File: src/rtl/instruction_assembler_pkg.sv
// ---------------------------------------------------------------------------
// instruction_pkg : shared state type, defaults and operand-count decode
// Rev 1.0
// ---------------------------------------------------------------------------
`default_nettype none

package instruction_pkg;

  typedef enum logic [1:0] {
    OPCODE  = 2'd0,
    OPERAND = 2'd1,
    FULL    = 2'd2
  } state_t;

  localparam int DEFAULT_DATA_WIDTH = 8;
  localparam int DEFAULT_LEN_LSB    = 6;
  localparam int DEFAULT_LEN_WIDTH  = 2;

  function automatic int unsigned len_field_of(
    input logic [31:0] op,
    input int unsigned lsb   = DEFAULT_LEN_LSB,
    input int unsigned width = DEFAULT_LEN_WIDTH
  );
    return (op >> lsb) & ((32'd1 << width) - 32'd1);
  endfunction

  // Shared with the sequencer decoder so both agree on the clamp.
  function automatic int unsigned operand_count_of(
    input logic [31:0] op,
    input int unsigned max_ops = 2,
    input int unsigned lsb     = DEFAULT_LEN_LSB,
    input int unsigned width   = DEFAULT_LEN_WIDTH
  );
    int unsigned field;
    field = len_field_of(op, lsb, width);
    return (field > max_ops) ? max_ops : field;
  endfunction

endpackage

`default_nettype wire

File: src/rtl/instruction_assembler_if.sv
// ---------------------------------------------------------------------------
// instruction_assembler_if : byte stream in, assembled instruction out
// Optional: INSTRUCTION_ASSEMBLER_ILLEGAL_EN adds the illegal flag. Rev 1.0
// ---------------------------------------------------------------------------
`default_nettype none

interface instruction_assembler_if #(
  parameter int DATA_WIDTH   = 8,
  parameter int MAX_OPERANDS = 2
);
  localparam int CNT_W = $clog2(MAX_OPERANDS + 1);

  logic                               flush;
  logic                               byte_valid;
  logic                               byte_ready;
  logic [DATA_WIDTH-1:0]              byte_in;
  logic                               instr_valid;
  logic                               instr_ack;
  logic [DATA_WIDTH-1:0]              opcode;
  logic [MAX_OPERANDS*DATA_WIDTH-1:0] operand;
  logic [CNT_W-1:0]                   operand_count;
`ifdef INSTRUCTION_ASSEMBLER_ILLEGAL_EN
  logic                               illegal;

  modport master (
    output flush, byte_valid, byte_in, instr_ack,
    input  byte_ready, instr_valid, opcode, operand, operand_count, illegal
  );
  modport slave (
    input  flush, byte_valid, byte_in, instr_ack,
    output byte_ready, instr_valid, opcode, operand, operand_count, illegal
  );
`else
  modport master (
    output flush, byte_valid, byte_in, instr_ack,
    input  byte_ready, instr_valid, opcode, operand, operand_count
  );
  modport slave (
    input  flush, byte_valid, byte_in, instr_ack,
    output byte_ready, instr_valid, opcode, operand, operand_count
  );
`endif

endinterface

`default_nettype wire

File: src/rtl/instruction_assembler.sv
// ---------------------------------------------------------------------------
// instruction_assembler : builds opcode + 0..MAX_OPERANDS operand instructions
// Optional: INSTRUCTION_ASSEMBLER_ILLEGAL_EN flags over-range length fields. Rev 1.0
// ---------------------------------------------------------------------------
`default_nettype none

module instruction_assembler
  import instruction_pkg::*;
#(
  parameter int DATA_WIDTH   = DEFAULT_DATA_WIDTH,
  parameter int MAX_OPERANDS = 2,
  parameter int LEN_LSB      = DEFAULT_LEN_LSB,
  parameter int LEN_WIDTH    = DEFAULT_LEN_WIDTH
) (
  input  logic                  clk,
  input  logic                  reset,
  instruction_assembler_if.slave bus
);

  localparam int CNT_W = $clog2(MAX_OPERANDS + 1);
  localparam int IDX_W = (MAX_OPERANDS > 1) ? $clog2(MAX_OPERANDS) : 1;

  state_t                             r_state;
  state_t                             w_next_state;
  logic [IDX_W-1:0]                   r_index;
  logic [DATA_WIDTH-1:0]              r_opcode;
  logic [MAX_OPERANDS*DATA_WIDTH-1:0] r_operand;
  logic [CNT_W-1:0]                   r_operand_count;
  logic                               w_accept;
  logic                               w_last_operand;
  logic [CNT_W-1:0]                   w_count_in;

  assign w_accept       = bus.byte_valid && (r_state != FULL);
  assign w_count_in     = CNT_W'(operand_count_of(32'(bus.byte_in), MAX_OPERANDS,
                                                  LEN_LSB, LEN_WIDTH));
  assign w_last_operand = (32'(r_index) + 32'd1) == 32'(r_operand_count);

  always_ff @(posedge clk) begin
    if (reset) begin
      r_state <= OPCODE;
    end else begin
      r_state <= w_next_state;
    end
  end

  always_comb begin
    w_next_state = r_state;
    if (bus.flush) begin
      w_next_state = OPCODE;
    end else begin
      case (r_state)
        OPCODE:  if (bus.byte_valid) w_next_state = (w_count_in == '0) ? FULL : OPERAND;
        OPERAND: if (bus.byte_valid && w_last_operand) w_next_state = FULL;
        FULL:    if (bus.instr_ack) w_next_state = OPCODE;
        default: w_next_state = OPCODE;
      endcase
    end
  end

  always_comb begin
    bus.byte_ready    = (r_state != FULL);
    bus.instr_valid   = (r_state == FULL);
    bus.opcode        = r_opcode;
    bus.operand       = r_operand;
    bus.operand_count = r_operand_count;
  end

  // Flush only rewinds the index; the last instruction stays visible on the outputs.
  always_ff @(posedge clk) begin
    if (reset) begin
      r_index         <= '0;
      r_opcode        <= '0;
      r_operand       <= '0;
      r_operand_count <= '0;
    end else if (bus.flush) begin
      r_index <= '0;
    end else if (w_accept) begin
      if (r_state == OPCODE) begin
        r_opcode        <= bus.byte_in;
        r_operand       <= '0;
        r_index         <= '0;
        r_operand_count <= w_count_in;
      end else begin
        r_operand[r_index*DATA_WIDTH +: DATA_WIDTH] <= bus.byte_in;
        if (!w_last_operand) begin
          r_index <= r_index + 1'b1;
        end
      end
    end
  end

`ifdef INSTRUCTION_ASSEMBLER_ILLEGAL_EN
  logic r_illegal;
  logic w_field_illegal;

  assign w_field_illegal = len_field_of(32'(bus.byte_in), LEN_LSB, LEN_WIDTH)
                           > 32'(MAX_OPERANDS);
  assign bus.illegal     = r_illegal;

  always_ff @(posedge clk) begin
    if (reset || bus.flush) begin
      r_illegal <= 1'b0;
    end else if (w_accept && (r_state == OPCODE)) begin
      r_illegal <= w_field_illegal;
    end
  end
`endif

endmodule

`default_nettype wire
File: src/flat_wrapper.sv
// flat-port wrapper written by rule: the top's interface ports become plain ports
module instruction_assembler_flat import instruction_pkg::*;
#(
  parameter int DATA_WIDTH   = DEFAULT_DATA_WIDTH,
  parameter int MAX_OPERANDS = 2,
  parameter int LEN_LSB      = DEFAULT_LEN_LSB,
  parameter int LEN_WIDTH    = DEFAULT_LEN_WIDTH
)
  (clk, reset, bus_flush, bus_byte_valid, bus_byte_in, bus_instr_ack, bus_byte_ready, bus_instr_valid, bus_opcode, bus_operand, bus_operand_count);
  instruction_assembler_if #(.DATA_WIDTH(DATA_WIDTH), .MAX_OPERANDS(MAX_OPERANDS)) bus_i ();
  input  logic clk;
  input  logic reset;
  input wire logic [$bits(bus_i.flush)-1:0] bus_flush;
  input wire logic [$bits(bus_i.byte_valid)-1:0] bus_byte_valid;
  input wire logic [$bits(bus_i.byte_in)-1:0] bus_byte_in;
  input wire logic [$bits(bus_i.instr_ack)-1:0] bus_instr_ack;
  output wire logic [$bits(bus_i.byte_ready)-1:0] bus_byte_ready;
  output wire logic [$bits(bus_i.instr_valid)-1:0] bus_instr_valid;
  output wire logic [$bits(bus_i.opcode)-1:0] bus_opcode;
  output wire logic [$bits(bus_i.operand)-1:0] bus_operand;
  output wire logic [$bits(bus_i.operand_count)-1:0] bus_operand_count;
  assign bus_i.flush = bus_flush;
  assign bus_i.byte_valid = bus_byte_valid;
  assign bus_i.byte_in = bus_byte_in;
  assign bus_i.instr_ack = bus_instr_ack;
  assign bus_byte_ready = bus_i.byte_ready;
  assign bus_instr_valid = bus_i.instr_valid;
  assign bus_opcode = bus_i.opcode;
  assign bus_operand = bus_i.operand;
  assign bus_operand_count = bus_i.operand_count;
  instruction_assembler #(.DATA_WIDTH(DATA_WIDTH), .MAX_OPERANDS(MAX_OPERANDS), .LEN_LSB(LEN_LSB), .LEN_WIDTH(LEN_WIDTH)) u_core (.clk(clk), .reset(reset), .bus(bus_i));
endmodule
File: config.mk
export PLATFORM = sky130hd
export DESIGN_NAME = instruction_assembler_flat
export DESIGN_NICKNAME = d
export VERILOG_FILES = /design/src/rtl/instruction_assembler_pkg.sv /design/src/rtl/instruction_assembler_if.sv /design/src/rtl/instruction_assembler.sv /design/src/flat_wrapper.sv
export SDC_FILE = /design/constraint.sdc
export NUM_CORES = 1
export LEC_CHECK = 0
export CAP_MARGIN = 20
export CORE_MARGIN = 1
export CORE_UTILIZATION = 46
export CTS_CLUSTER_DIAMETER = 60
export DETAILED_ROUTE_END_ITERATION = 16
export PLACE_DENSITY = 0.82
export SLEW_MARGIN = 30
export SYNTH_ARGS = -nofsm -noshare
export SYNTH_HDL_FRONTEND = slang
export SYNTH_SLANG_ARGS = --single-unit
File: constraint.sdc
create_clock -name clk -period 2.9 [get_ports clk]
set_clock_uncertainty 0.1 [all_clocks]
set_input_delay 0.435 -clock clk [delete_from_list [all_inputs] [get_ports clk]]
set_output_delay 0.435 -clock clk [all_outputs]
set_load 0.01 [all_outputs]
==> run metrics <==
number of global-route vias before repair 928; detailed placement HPWL 1.93 mm; chip width 51.8 um; crit path buf inv count 1; Clock H-tree levels 2; number of nets in the layout around 160; worst slack at placement 0.877 ns; result of the run complete, no violations; element type at the critical path end output port; cell chosen for the clock root clkbuf_4; TritonCTS clock tree yes; source of the worst hold timing path u_core.bus.opcode[7]; Max Cap Violations 0; Reg2Reg Setup Slack 1.27 ns; number of cells after detailed placement 171; y dimension of the die approximately 52 um; ratio of routed vias to standard cells 5.50; post-synth top area cell dfxtp_1; slowest library cell on the worst path clkdlybuf4s50_1; Worst slew margin roughly two thirds; Internal Pwr Total 0.550 mW; total area of multi-input combinational cells 504 um2; power per standard cell area 461 nW/um2; R2R Path End u_core.bus.operand[12]; Worst Setup Start Kind register; slew at the pin closest to its max-slew limit 0.468 ns; DRC violations left 0; Final Critical Period 2.39 ns; Cells after Synth between 100 and 150; DR vias 984; number of unique standard cell types used by synthesis 31; sequential group share of total power between 50% and 60%; largest cells by area after synthesis dfxtp_1 (51%), a22o_1 (12%), nand2_1 (6.6%); clock network fraction of design power 31.0%; Starting Density between 50% and 60%; Avg Synthesized Cell Area 10.5 um2; Clock transition at path regs about 0.09 ns; Critical R2R Launch u_core.r_state[0]; Power Total 0.730 mW; sequential cell area 581 um2; most used standard cells in the synthesized netlist dfxtp_1 (29), nand2_1 (20), a22o_1 (16); total of cells resized after clock tree synthesis 0; async set or reset register ratio after synthesis 0%; Psw 0.180 mW; count of flip-flops with a built-in enable after synthesis 0; leakage power summed over all cells ~0.59 nW; type of the tightest min-delay check register to register; fmax between 0.4 and 0.5 GHz; latest clock arrival within the worst-skew pair 0.33 ns; IO Port Bufs 40; sink of the worst hold path u_core.bus.opcode[7]; maximum count of clock buffers along a single path 2; combined global-route utilization of all metal layers 22.7%; Data arrival, critical path 1.85 ns; setup violators final 0; number of clock buffers inserted by TritonCTS 5; Post-CTS Setup Repair Bufs 0; Combinational Power Share 12.1%; final setup TNS 0 ns; wire length of the first global-routing pass around 4.2 mm; dominant cell by count in the synthesized netlist dfxtp_1; drt initial violations 21; hold_buf cts 0; register bit total from synthesis 29; largest delay contributor family on the critical path buffers and inverters; I/O pin count 41; top flip-flop cell by instance count after synthesis dfxtp_1; cells traversed along the worst timing path nand2b_1, clkdlybuf4s50_1; Min-Delay Path Depth 2; peak fanout along the critical path 11; type of the worst setup path register to output port; initial antenna violation count 0; fraction of the yosys area taken by sequential cells between 50% and 60%; post-route antenna net violation count 0; finished layout cell area 1580 um2; total wire length approximately 2.5 mm; number of rows created at floorplan 17; share of the clock period used by the worst path 82.3%; total die area between 2000 and 3000 um2; area share of the leading cell type in the synthesized netlist between 50% and 60%; Core Footprint 2280 um2; post-layout worst setup margin 0.513 ns; post-synthesis net count roughly 120; fill cell total of the finished layout 180; combined area of all synthesized cells around 1100 um2; number of warnings issued by yosys 0; cell area reported after detailed placement 1540 um2; maximum number of pins on one net before global-route repair 12; routability congestion estimate 0.745; switching fraction of total power 24.6%; Pins Over Slew Limit 0; Non-Filler Instances 179; required time of the critical path 2.37 ns; post-DR wirelength/cell 14.2 um; Peak supply drop approximately 360 uV; share of post-route cells with drive strength above 1 9.27%; unrepaired setup endpoints after global routing no; DR pass1 iterations 4; growth of design area from synthesis to finish 39.1%; path depth of the worst reg2reg path 3; Antenna diodes 0; delay of the slowest cell on the worst path 0.61 ns; Final Hold Vio Count 0; clock sink count 29; gr ovfl total 0
-- layout make-up --
type,count,area share (%)
flip-flops and latches,29,36.7
multi-input cells,71,31.8
repair buffers,41,25.8
clock buffers,8,3.08
well taps,28,2.21
inverters,2,0.474
-- flip-flops by register name (all words and copies together) (netlist names) --
name and flops:
u_core.bus.operand 16, u_core.bus.operand_count 2, u_core.r_index 1, u_core.r_state 2, u_core.bus.opcode 8
-- power by group through the flow --
stage / clock, mW / combinational (mW) / sequential [mW]
after floorplan: 0 / 0.0424 / 0.426
after detailed placement: 0 / 0.0882 / 0.425
after global routing: 0.254 / 0.0955 / 0.417
final: 0.226 / 0.0883 / 0.416
after global placement: 0 / 0.0862 / 0.425
after CTS: 0.231 / 0.0887 / 0.416
-- cell usage in the layout, fill, tap and decap left out, drive strengths merged, types with 2 or more instances in the layout --
cell	instances
clkdlybuf4s50	40
nor2	2
a31oi	2
dfxtp	29
inv	2
nand2	20
nor2b	2
nand3b	2
clkbuf	8
a21oi	10
a22o	16
-- metal layers --
metal	GRT usage [%]	vias up	wire length (um)
met3	8.77	5	196
met1	25.0	457	1000
li1	-	476	-
met5	0	-	0
met2	37.9	46	1290
met4	10.8	0	53
-- worst register-to-register path: cells and delay by family, from the launching register on --
kind            cells  cell delay (ns)
simple gates        1             0.36
flops               1             0.55
compound gates      2             0.50
-- per-stage QoR --
stage               utilization (%)  hold WS (ns)
floorplan                         -         0.381
global placement               67.5         0.349
detailed placement             67.5         0.353
CTS                            69.6         0.365
global route                   69.6         0.384
finish                         69.6         0.363
-- worst max path at each step --
stage               cells after the start                    to  slack [ns]              start
floorplan                               3       bus_instr_valid        1.48  u_core.r_state[0]
global placement                        4  u_core.bus.opcode[5]        0.91          bus_flush
detailed placement                      2        bus_byte_ready        0.88  u_core.r_state[0]
CTS                                     2        bus_byte_ready        0.49  u_core.r_state[0]
global route                            3       bus_instr_valid        0.41  u_core.r_state[0]
finish                                  2        bus_byte_ready        0.51  u_core.r_state[0]
-- kinds of logic (layout without fill, tap and decap cells) --
kind of cell / Yosys count / in the layout / share of synthesized area, %
AO/OA/AOI/OAI: 35 / 35 / 25.2
buffers and inverters: 8 / 51 / 4.72
flip-flops: 29 / 29 / 51.0
AND/OR/NAND/NOR: 36 / 36 / 19.1
No activity file was read; power rests on OpenSTA's default activity.
==> patch 1: new RTL, same flow settings <==
The 3 states of `state_t` get a one-hot encoding in 3 bits.
--- a/src/rtl/instruction_assembler_pkg.sv
+++ b/src/rtl/instruction_assembler_pkg.sv
@@ -7,8 +7,8 @@
 package instruction_pkg;
 
-  typedef enum logic [1:0] {
-    OPCODE  = 2'd0,
-    OPERAND = 2'd1,
-    FULL    = 2'd2
+  typedef enum logic [2:0] {
+    OPCODE  = 3'b001,
+    OPERAND = 3'b010,
+    FULL    = 3'b100
   } state_t;
 
Function: no difference found for any inputs over 10 cycles, from zero or initial values and one cycle with reset high; not proved beyond that.
==> patch 1 against the original RTL <==
Count of clock-buffer cells in the layout is 1 lower. Global-route usage is 1.1 points higher. Setup slack worse by 57 ps. Cell area is 12% higher. Wire length is 25% higher. Sequential power is 4% higher. Via count is 26% higher. Power is 11% higher. Sequential cell count is 1 higher. Highest routed layer unchanged. Synthesized area is 14% higher. Final cell count is 23% higher. Hold slack worse by 0.75 ps.
==> patch 1: results (changes against the original RTL) <==
Run status
  – Status: complete, no violations

Yosys
  – Synth cell count leaders: dfxtp_1, inv_1, o32ai_1
  – Ranking of synthesized cells by area: dfxtp_1, o32ai_1, inv_1
  – Syn Nets: 162 (+34%)
  – Compound-Gate Fraction of Synth Area: 23.1% (-2.0 points)
  – Post-Syn Area per Cell: 8.71 µm² (-17%)

Routing
  – WL met1: 1.35 mm (+35%)
  – Wirelength per Cell: 14.4 µm (+1.4%)
  – Via-to-Cell Ratio: 5.60 (+1.9%)
  – Wire length on met2: 1.59 mm (+23%)
  – 1st-iter DRT viols: 26 (+24%)
  – DR WL met3: 225 µm (+15%)

Power
  – P_int: 597 µW (+8.4%)
  – Peak supply drop: 0.367 mV (+1.0%)
  – Combinational power: 116 µW (+31%)
  – Pleak: 0.587 nW (about the same)

STA
  – Slew HR: 50.0% (-19 points)

Global route
  – Largest net degree at the start of global routing: 24 (+12)
  – Gr usage total: 23.7% (+1.1 points)

Setup path
  – Worst EP arrival: 1910 ps (+60 ps)
  – Critical-path maximum fanout: 9 (-2)

Place
  – Final Wtd Congestion: 0.809 (+8.7%)
  – Cell Count Post-Placement: 213 (+25%)
  – Hpwl dp: 2.29 mm (+18%)

Layout
  – Final-stage net count: 203 (+25%)
patch 1: changes by cell type in the layout (fill, tap and decap cells not counted), sizes merged, moves of 4 or more:
cell    change
a21oi       +4
inv        +17
a22o       -16
nand3       +7
nand2       -5
nand2b      +9
o32ai      +16
patch 1: cell type report:
| type | count | share of cell area [%] |
|---|---|---|
| flip-flops and latches | 30 | 34.0 |
| multi-input cells | 91 | 32.5 |
| repair buffers | 43 | 23.9 |
| inverters | 19 | 4.04 |
| clock inverters | 1 | 0.283 |
| well taps | 30 | 2.12 |
| clock buffers | 7 | 3.12 |
patch 1: kinds of logic (layout without fill, tap and decap cells):
logic type / after synthesis / count (layout)
multiplexers: 1 / 1
XOR/XNOR: 1 / 1
buffers and inverters: 28 / 70
AND/OR/NAND/NOR: 46 / 46
flip-flops: 30 / 30
AO/OA/AOI/OAI: 43 / 43
patch 1: through the flow:
stage	setup WS, ps	hold WS [ps]	utilization, %	cell area [µm²]
finish	456	362	68.8	1770
floorplan	1360	381	-	1300
global route	367	398	68.8	1770
CTS	451	367	68.8	1770
detailed placement	801	351	66.5	1710
global placement	861	346	66.5	1710
patch 1: worst paths after layout:
kind	endpoint	slack [ps]	startpoint
setup reg to reg	u_core.bus.operand[14]	1150	u_core.r_state[1]
hold / removal	u_core.bus.opcode[7]	360	u_core.bus.opcode[7]
hold reg to reg	u_core.bus.opcode[7]	360	u_core.bus.opcode[7]
setup / recovery	bus_instr_valid	460	u_core.r_state[2]
patch 1: worst max-delay path, stage by stage, from the launching register on:
cell             delay [ps]
dfxtp_1                 500
or3b_1                  470
inv_1                    80
clkdlybuf4s50_1         530
patch 1: per-layer routing:
metal | global-route usage, % | vias up
met4 | 15.8 | 0
li1 | - | 610
met1 | 26.8 | 569
met5 | 0 | -
met2 | 38.6 | 55
met3 | 6.83 | 4
==> patch 2: new RTL, config.mk and constraints unchanged <==
Without the edit above. Change the package constant `DEFAULT_LEN_LSB` from 6 to 3.
--- a/src/rtl/instruction_assembler_pkg.sv
+++ b/src/rtl/instruction_assembler_pkg.sv
@@ -14,5 +14,5 @@
 
   localparam int DEFAULT_DATA_WIDTH = 8;
-  localparam int DEFAULT_LEN_LSB    = 6;
+  localparam int DEFAULT_LEN_LSB    = 3;
   localparam int DEFAULT_LEN_WIDTH  = 2;
 
Function: changed (Yosys sat finds a counterexample within 4 cycles, from zero or initial values and one cycle with reset high).
==> patch 2 against the original RTL <==
Synthesized area decreased by 0.55%. Setup slack improved by 6.2 ps. Power is 1.4% higher. Count of clock-buffer cells in the layout down 1. Cell area shrank 0.16%. Sequential cell count did not move. Wire length is 2.7% higher. Critical path type unchanged. Largest cell class unchanged. Highest routed layer unchanged.
==> patch 2: results (changes against the original RTL) <==
Min path
  – Hold path endpoint: u_core.bus.opcode[0]
  – Hold_sp: u_core.bus.opcode[0]

Clocking
  – Root Buffer Master: clkbuf_4
  – Post_cts resized: 0 (unchanged)
  – TritonCTS Buffers: 5 (unchanged)
  – Worst-Skew Late Latency: 310 ps (-20 ps)
  – H-Tree Depth: 2 (unchanged)
  – Clk buf depth: 2 (unchanged)

Power
  – Pleak: 0.578 nW (-1.5%)
  – NetSw: 174 µW (-3.0%)
  – Peak supply drop: 0.386 mV (+6.4%)
  – Combinational power: 87.1 µW (-1%)
  – Seq. pwr: 415 µW (about the same)

Yosys
  – Post-synthesis sequential area ratio: 51.3% (+0.28 points)
  – Syn Nets: 120 (-0.83%)
  – Ranking of synthesized cells by area: dfxtp_1, a22o_1, nand2_1
  – Library cells used by synthesis: 27 (-13%)
  – Synth cell count leaders: dfxtp_1, nand2_1, a22o_1

Layout
  – Fillers: 183 (+1.7%)
  – Layout cell share with drive strength beyond 1: 9.40% (+0.12 points)
  – Final-stage net count: 162 (-0.61%)
  – Ant diodes: 0 (unchanged)

Routing
  – Wire length on met2: 1.23 mm (-5.0%)
  – 1st-iter DRT viols: 9 (-57%)
  – WL met1: 1.19 mm (+19%)
  – Wirelength per Cell: 14.8 µm (+3.8%)
  – DR pass1 iterations: 4 (unchanged)
  – DR WL met3: 145 µm (-26%)

Setup path
  – Critical-path maximum fanout: 10 (-1)
  – Reg2reg end: u_core.bus.operand[6]
  – CP endpoint: bus_byte_ready
  – Crit Path Class: reg2out
  – Worst path max stage delay: 620 ps
  – Reg-to-reg slack, setup: 1290 ps (+20 ps)
  – R2R cell count: 3 (unchanged)

Global route
  – Largest net degree at the start of global routing: 17 (+5)
  – M2 GR Usage: 34.8% (-3.0 points)
  – Met3 Resource Use GR: 5.56% (-3.2 points)
  – First-pass GRT wire length: 4.31 mm (+2.0%)
  – M1 GR Usage: 28.2% (+3.1 points)
  – Vias in the first global route: 902 (-2.8%)
  – Initial antenna violation count: 0 (unchanged)
  – Gr usage total: 22.3% (-0.36 points)

Run status
  – Status: complete, no violations

Place
  – Hpwl dp: 2.00 mm (+3.4%)
  – Final Wtd Congestion: 0.861 (+16%)
  – Area after DPL: 0.00153 mm² (-0.57%)

STA
  – Worst-Margin Slew: 612 ps (+144 ps)
patch 2: final cells by class:
cell class	count	area (µm²)	share of cell area, %
Sequential cell	29	581	36.7
Multi-Input combinational cell	72	507	32.0
Timing Repair Buffer	40	400	25.3
Clock buffer	7	55.1	3.48
Tap cell	28	35.0	2.22
Inverter	1	3.75	0.237
patch 2: logic make-up after synthesis:
kind of cell / share of synthesized area (%)
AND/OR/NAND/NOR: 18.8
AO/OA/AOI/OAI: 25.1
flip-flops: 51.3
buffers and inverters: 3.98
multiplexers: 0.884
patch 2: through the flow:
| step | setup WS [ps] | hold WS [ps] | instances | power, mW |
|---|---|---|---|---|
| floorplan | 1490 | 381 | 107 | 0.464 |
| global placement | 791 | 353 | 170 | 0.509 |
| detailed placement | 798 | 355 | 170 | 0.511 |
| CTS | 523 | 370 | 177 | 0.749 |
| global route | 450 | 392 | 177 | 0.778 |
| finish | 519 | 366 | 177 | 0.740 |
